[src/rtl/crc20_frame_seq_if.sv]
// Framed 32-bit word stream with sop/eop markers and a valid/ready handshake.
interface crc20_frame_seq_if;
    localparam int unsigned DW = 32;

    logic [DW-1:0] data;
    logic          valid;
    logic          sop;
    logic          eop;
    logic          ready;

    modport master (output data, valid, sop, eop, input ready);
    modport slave  (input data, valid, sop, eop, output ready);
endinterface

[src/rtl/crc20_frame_seq.sv]
// Frame sequencer for an external CRC-20 engine: clears and feeds the engine per frame,
// forwards payload words, appends a CRC trailer, and truncates over-length frames.
module crc20_frame_seq #(
    parameter logic [10:0] TRAILER_TAG = 11'h5A5,
    parameter logic [15:0] MAX_WORDS   = 16'd1024
) (
    input  logic                 clk,
    input  logic                 rst_n,
    crc20_frame_seq_if.slave     s,
    crc20_frame_seq_if.master    m,
    output logic [31:0]          crc_data,
    output logic                 crc_en,
    output logic                 crc_clr,
    input  logic [19:0]          crc_res,
    output logic [15:0]          frame_cnt,
    output logic                 drop_pulse,
    output logic                 sop_err_pulse
);
    localparam int unsigned CNT_W = 16;
    localparam int unsigned DW    = 32;

    typedef enum logic [2:0] {
        IDLE  = 3'd0,
        CLR   = 3'd1,
        DATA  = 3'd2,
        WAIT1 = 3'd3,
        WAIT2 = 3'd4,
        DROP  = 3'd5
    } state_e;

    state_e             state_q;
    logic [CNT_W-1:0]   cnt_q;
    logic               len_err_q;
    logic [DW-1:0]      m_data_q;
    logic               m_valid_q;
    logic               m_sop_q;
    logic               m_eop_q;
    logic               crc_clr_q;
    logic               drop_q;
    logic               sop_err_q;
    logic [CNT_W-1:0]   frame_cnt_q;

    logic               s_ready_c;
    logic               out_free_c;
    logic               hs_c;
    logic               last_word_c;

    assign out_free_c  = ~m_valid_q | m.ready;
    assign hs_c        = s.valid & s_ready_c;
    // Widened so MAX_WORDS = 65535 compares without wrapping.
    assign last_word_c = ((CNT_W+1)'(cnt_q) + (CNT_W+1)'(1)) == (CNT_W+1)'(MAX_WORDS);

    always_comb begin
        s_ready_c = 1'b0;
        unique case (state_q)
            IDLE:    s_ready_c = s.valid & ~s.sop;
            DATA:    s_ready_c = out_free_c;
            DROP:    s_ready_c = 1'b1;
            default: s_ready_c = 1'b0;
        endcase
    end

    // Sequencer FSM together with the output register, pulses and frame counter.
    always_ff @(posedge clk or negedge rst_n) begin
        if (!rst_n) begin
            state_q     <= IDLE;
            cnt_q       <= '0;
            len_err_q   <= 1'b0;
            m_data_q    <= '0;
            m_valid_q   <= 1'b0;
            m_sop_q     <= 1'b0;
            m_eop_q     <= 1'b0;
            crc_clr_q   <= 1'b1;
            drop_q      <= 1'b0;
            sop_err_q   <= 1'b0;
            frame_cnt_q <= '0;
        end else begin
            crc_clr_q <= 1'b0;
            drop_q    <= 1'b0;
            sop_err_q <= 1'b0;

            if (m_valid_q && m.ready && m_eop_q) begin
                frame_cnt_q <= frame_cnt_q + CNT_W'(1);
            end
            // Loads below override this drain in the same cycle.
            if (m.ready) begin
                m_valid_q <= 1'b0;
            end

            unique case (state_q)
                IDLE: begin
                    if (s.valid) begin
                        if (s.sop) begin
                            state_q   <= CLR;
                            crc_clr_q <= 1'b1;
                        end else begin
                            drop_q <= 1'b1;
                        end
                    end
                end
                CLR: begin
                    cnt_q     <= '0;
                    len_err_q <= 1'b0;
                    state_q   <= DATA;
                end
                DATA: begin
                    if (hs_c) begin
                        m_data_q  <= s.data;
                        m_valid_q <= 1'b1;
                        m_sop_q   <= (cnt_q == '0);
                        m_eop_q   <= 1'b0;
                        cnt_q     <= cnt_q + CNT_W'(1);
                        if (s.sop && (cnt_q != '0)) begin
                            sop_err_q <= 1'b1;
                        end
                        if (s.eop) begin
                            state_q <= WAIT1;
                        end else if (last_word_c) begin
                            len_err_q <= 1'b1;
                            state_q   <= WAIT1;
                        end
                    end
                end
                WAIT1: begin
                    state_q <= WAIT2;
                end
                WAIT2: begin
                    if (out_free_c) begin
                        m_data_q  <= {TRAILER_TAG, len_err_q, crc_res};
                        m_valid_q <= 1'b1;
                        m_sop_q   <= 1'b0;
                        m_eop_q   <= 1'b1;
                        state_q   <= len_err_q ? DROP : IDLE;
                    end
                end
                DROP: begin
                    if (s.valid && s.eop) begin
                        state_q <= IDLE;
                    end
                end
                default: begin
                    state_q <= IDLE;
                end
            endcase
        end
    end

    assign s.ready       = s_ready_c;
    assign m.data        = m_data_q;
    assign m.valid       = m_valid_q;
    assign m.sop         = m_sop_q;
    assign m.eop         = m_eop_q;
    assign crc_data      = s.data;
    assign crc_en        = (state_q == DATA) & hs_c;
    assign crc_clr       = crc_clr_q;
    assign frame_cnt     = frame_cnt_q;
    assign drop_pulse    = drop_q;
    assign sop_err_pulse = sop_err_q;
endmodule

[src/flat_wrapper.sv]
// flat-port wrapper written by rule: the top's interface ports become plain ports
module crc20_frame_seq_flat 
#(
    parameter logic [10:0] TRAILER_TAG = 11'h5A5,
    parameter logic [15:0] MAX_WORDS   = 16'd1024
)
  (clk, rst_n, crc_data, crc_en, crc_clr, crc_res, frame_cnt, drop_pulse, sop_err_pulse, s_data, s_valid, s_sop, s_eop, s_ready, m_data, m_valid, m_sop, m_eop, m_ready);
  crc20_frame_seq_if s_i ();
  crc20_frame_seq_if m_i ();
  input  logic clk;
  input  logic rst_n;
  output logic [31:0] crc_data;
  output logic crc_en;
  output logic crc_clr;
  input  logic [19:0] crc_res;
  output logic [15:0] frame_cnt;
  output logic drop_pulse;
  output logic sop_err_pulse;
  input wire logic [$bits(s_i.data)-1:0] s_data;
  input wire logic [$bits(s_i.valid)-1:0] s_valid;
  input wire logic [$bits(s_i.sop)-1:0] s_sop;
  input wire logic [$bits(s_i.eop)-1:0] s_eop;
  output wire logic [$bits(s_i.ready)-1:0] s_ready;
  output wire logic [$bits(m_i.data)-1:0] m_data;
  output wire logic [$bits(m_i.valid)-1:0] m_valid;
  output wire logic [$bits(m_i.sop)-1:0] m_sop;
  output wire logic [$bits(m_i.eop)-1:0] m_eop;
  input wire logic [$bits(m_i.ready)-1:0] m_ready;
  assign s_i.data = s_data;
  assign s_i.valid = s_valid;
  assign s_i.sop = s_sop;
  assign s_i.eop = s_eop;
  assign s_ready = s_i.ready;
  assign m_data = m_i.data;
  assign m_valid = m_i.valid;
  assign m_sop = m_i.sop;
  assign m_eop = m_i.eop;
  assign m_i.ready = m_ready;
  crc20_frame_seq #(.TRAILER_TAG(TRAILER_TAG), .MAX_WORDS(MAX_WORDS)) u_core (.clk(clk), .rst_n(rst_n), .s(s_i), .m(m_i), .crc_data(crc_data), .crc_en(crc_en), .crc_clr(crc_clr), .crc_res(crc_res), .frame_cnt(frame_cnt), .drop_pulse(drop_pulse), .sop_err_pulse(sop_err_pulse));
endmodule
[config.mk]
export PLATFORM = sky130hd
export DESIGN_NAME = crc20_frame_seq_flat
export DESIGN_NICKNAME = d
export VERILOG_FILES = /design/src/rtl/crc20_frame_seq_if.sv /design/src/rtl/crc20_frame_seq.sv /design/src/flat_wrapper.sv
export SDC_FILE = /design/constraint.sdc
export NUM_CORES = 1
export LEC_CHECK = 0
export ABC_CLOCK_PERIOD_IN_PS = 4550
export BUFFER_PORTS_ARGS = -buffer_cell sky130_fd_sc_hd__buf_2
export CAP_MARGIN = 0
export CORE_MARGIN = 2
export CORE_UTILIZATION = 53
export CTS_CLUSTER_SIZE = 12
export DETAILED_ROUTE_END_ITERATION = 10
export PLACE_DENSITY = 0.85
export SLEW_MARGIN = 5
export SYNTH_ARGS = -nofsm -noshare
export SYNTH_HDL_FRONTEND = slang
export SYNTH_SLANG_ARGS = --single-unit
[constraint.sdc]
create_clock -name clk -period 4.55 [get_ports clk]
set_input_delay 0.455 -clock clk [delete_from_list [all_inputs] [get_ports clk]]
set_output_delay 0.455 -clock clk [all_outputs]
set_load 0.02 [all_outputs]
==> impl_metrics.json <==
{
  "fin_util_pct": 64.9,
  "hp-class": "input pin to register",
  "layout_setup_ws_ns": 2.04,
  "final_max_slew_viol_count": 0,
  "cts_buffers": 9,
  "max_freq_mhz": 399,
  "setup_viol": 0,
  "synth-edff-count": 0,
  "grt_pass1_wl_mm": 14.1,
  "cts_tree": "yes",
  "cts_buffer_depth": 2,
  "drive_gt1_share_pct": 35.2,
  "post-route-period-util_pct": 55.1,
  "rsz0062_at_grt": "no",
  "ys_warn_count": 0,
  "critical_path_peak_fanout": 48,
  "min_to": "u_core.drop_pulse$_DFF_PN0_",
  "arrival_ns": 2.69,
  "die_area_sq_um": 8040,
  "ioPinCount": 146,
  "htree_levels": 3,
  "place_congestion": 0.893,
  "mostFrequentLayoutCell": "buf_2",
  "holdPathStages": 2,
  "insertion_delay_ns": 0.35,
  "ys.flop_type": "dfrtp_1",
  "fin_crit_ns": 2.51,
  "grt_usage_pct": 22.8,
  "reg2reg_to": "u_core.m.data[8]$_DFFE_PN0P_",
  "dr.pass1.iters": 4,
  "worstPathRequired_ns": 4.74,
  "p_leak_nw": 2.29,
  "drc": 0,
  "pre_cts_ws_ns": 1.78,
  "synthXorXnorAreaFrac_pct": 4.28,
  "overflow": 0,
  "synth.area.mux_share_pct": 5.95,
  "synth_area_sq_um": 3890,
  "critPathCaptureType": "register",
  "rr_worst_depth": 6,
  "status": "finished clean",
  "power_mw": 2.62,
  "avgViaCountPerCell": 5.49,
  "initial_utilization_pct": 54.2,
  "layout.cells.non_filler": 604,
  "grt_max_degree": 51,
  "vias": 3315,
  "design_area_sq_um": 4660,
  "finalClockSkew_ns": 0.00637,
  "fin_nets": 562,
  "synth_top_family_by_area": "simple AND/OR/NAND/NOR gates",
  "areaGrowthSynthToFinish_pct": 19.8,
  "worstHoldStart": "s_sop",
  "drv_cap": 0,
  "path_class": "register to register",
  "dp.cells": 588,
  "ys_types": 56,
  "ys_seq_area_share_pct": 47.7,
  "placement.io_buffers": 145,
  "final_antenna_net_count": 0,
  "ctsResizeCount": 0,
  "synthSimpleGateAreaFrac_pct": 17.6,
  "regToRegStartpoint": "u_core.state_q[0]$_DFFE_PN0P_",
  "postCtsSetupBuffers": 0,
  "worst_pin_slew_ns": 1.11,
  "ctsHoldBuffers": 0,
  "whs_ns": 0.307,
  "synthCells": 395,
  "die_x_um": 89.6,
  "synthArstFlopShare_pct": 100,
  "antenna_found_initial": 0,
  "postSynthAreaPerCell_sq_um": 9.84,
  "ys_seq_elements": 74,
  "fp.coreArea_sq_um": 7180,
  "synth_adder_area_share_pct": 1.29,
  "grt_pass1_vias": 3148,
  "cts_root_buf": "clkbuf_8",
  "post_drt_wl_per_cell_um": 14.9,
  "relSlewSlack_pct": 25.7,
  "reg2reg_slack_ns": 2.04,
  "placed_area_sq_um": 4430,
  "nFillCells": 562,
  "finalHoldViolCount": 0,
  "antenna_cells": 0,
  "drt_iter0_markers": 132,
  "fp-row-count": 31,
  "p_per_area_nw_per_um2": 563,
  "synth_compound_area_share_pct": 13.9,
  "setup_tns_ns": 0,
  "synth_fp_nets": 457,
  "hpwlAfterDp_mm": 6.53,
  "clk_transition_reported_paths_ns": 0.08,
  "cp-start-kind": "register",
  "ir_drop_uv": 382,
  "cts.sinks": 74,
  "die_h_um": 89.6,
  "crit_path_start": "u_core.state_q[0]$_DFFE_PN0P_",
  "wl_mm": 8.98,
  "final_cell_mix": "buf_2, dfrtp_1, nand2_1"
}
[per-layer routing]
metal / share of wire, % / global-route usage, % / routed length (um)
met4: 1.6 / 10.2 / 140
met5: 0 / 0 / 0
met2: 51 / 38.4 / 4610
met1: 40 / 27.6 / 3580
met3: 7.3 / 5.76 / 654
[critical path, cell delays in order (launching register included)]
cell and delay (ns):
dfrtp_1 0.52, nor2_1 0.10, nand4_1 0.11, buf_4 0.30
inv_2 0.26, a21oi_4 0.86, o21ai_1 0.19
[cells by family (layout without fill, tap and decap cells)]
group | Yosys count | in the layout
adder cells (fa/ha/maj) | 4 | 4
multiplexers | 23 | 23
XOR/XNOR | 19 | 19
flip-flops | 74 | 74
AO/OA/AOI/OAI | 85 | 85
buffers and inverters | 59 | 169
AND/OR/NAND/NOR | 131 | 131
[how the worst max path moves through the flow]
stage	end	slack [ns]	cells after the start
global route	u_core.m.data[12]$_DFFE_PN0P_	1.79	6
floorplan	u_core.state_q[0]$_DFFE_PN0P_	2.59	5
CTS	u_core.m.data[8]$_DFFE_PN0P_	2.04	6
global placement	u_core.m.data[1]$_DFFE_PN0P_	1.92	7
detailed placement	u_core.m.data[8]$_DFFE_PN0P_	1.78	7
finish	u_core.m.data[8]$_DFFE_PN0P_	2.04	6
[synth_stat cells, types with 4 or more instances]
master / number / area (sq um)
a21oi_1: 11 / 55.1
a22o_1: 5 / 43.8
a31oi_1: 4 / 25.0
and3_1: 7 / 43.8
and4_1: 4 / 35.0
buf_2: 12 / 60.1
buf_4: 32 / 240
clkbuf_1: 9 / 33.8
dfrtp_1: 73 / 1830
ha_1: 4 / 50.1
inv_1: 4 / 15.0
mux2i_1: 22 / 220
nand2_1: 50 / 188
nand3_1: 11 / 55.1
nand4_1: 12 / 75.1
nor2_1: 16 / 60.1
nor3b_1: 4 / 30.0
o21ai_1: 41 / 205
o22a_1: 5 / 43.8
xnor2_1: 16 / 140
[cell type report]
type	count	area, sq um	area share, %
tap	99	124	2.66
sequential	74	1850	39.8
clock buffer	9	124	2.66
clock inverter	7	101	2.18
timing repair buffer	148	748	16.1
multi-input combinational	262	1690	36.2
inverter	5	18.8	0.403
[flip-flops by register name (all words and copies together) (netlist names)]
signal and flops:
u_core.cnt_q 16, u_core.crc_clr 1, u_core.drop_pulse 1, u_core.frame_cnt 16, u_core.len_err_q 1, u_core.m.data 32
u_core.m.eop 1, u_core.m.sop 1, u_core.m.valid 1, u_core.sop_err_pulse 1, u_core.state_q 3
[power breakdown]
group,total [mW],internal [mW],switching [mW]
clock,0.573,0.314,0.258
combinational,1.05,0.384,0.663
sequential,1.00,0.845,0.156
Note: power is estimated with default switching activity, not from simulation.
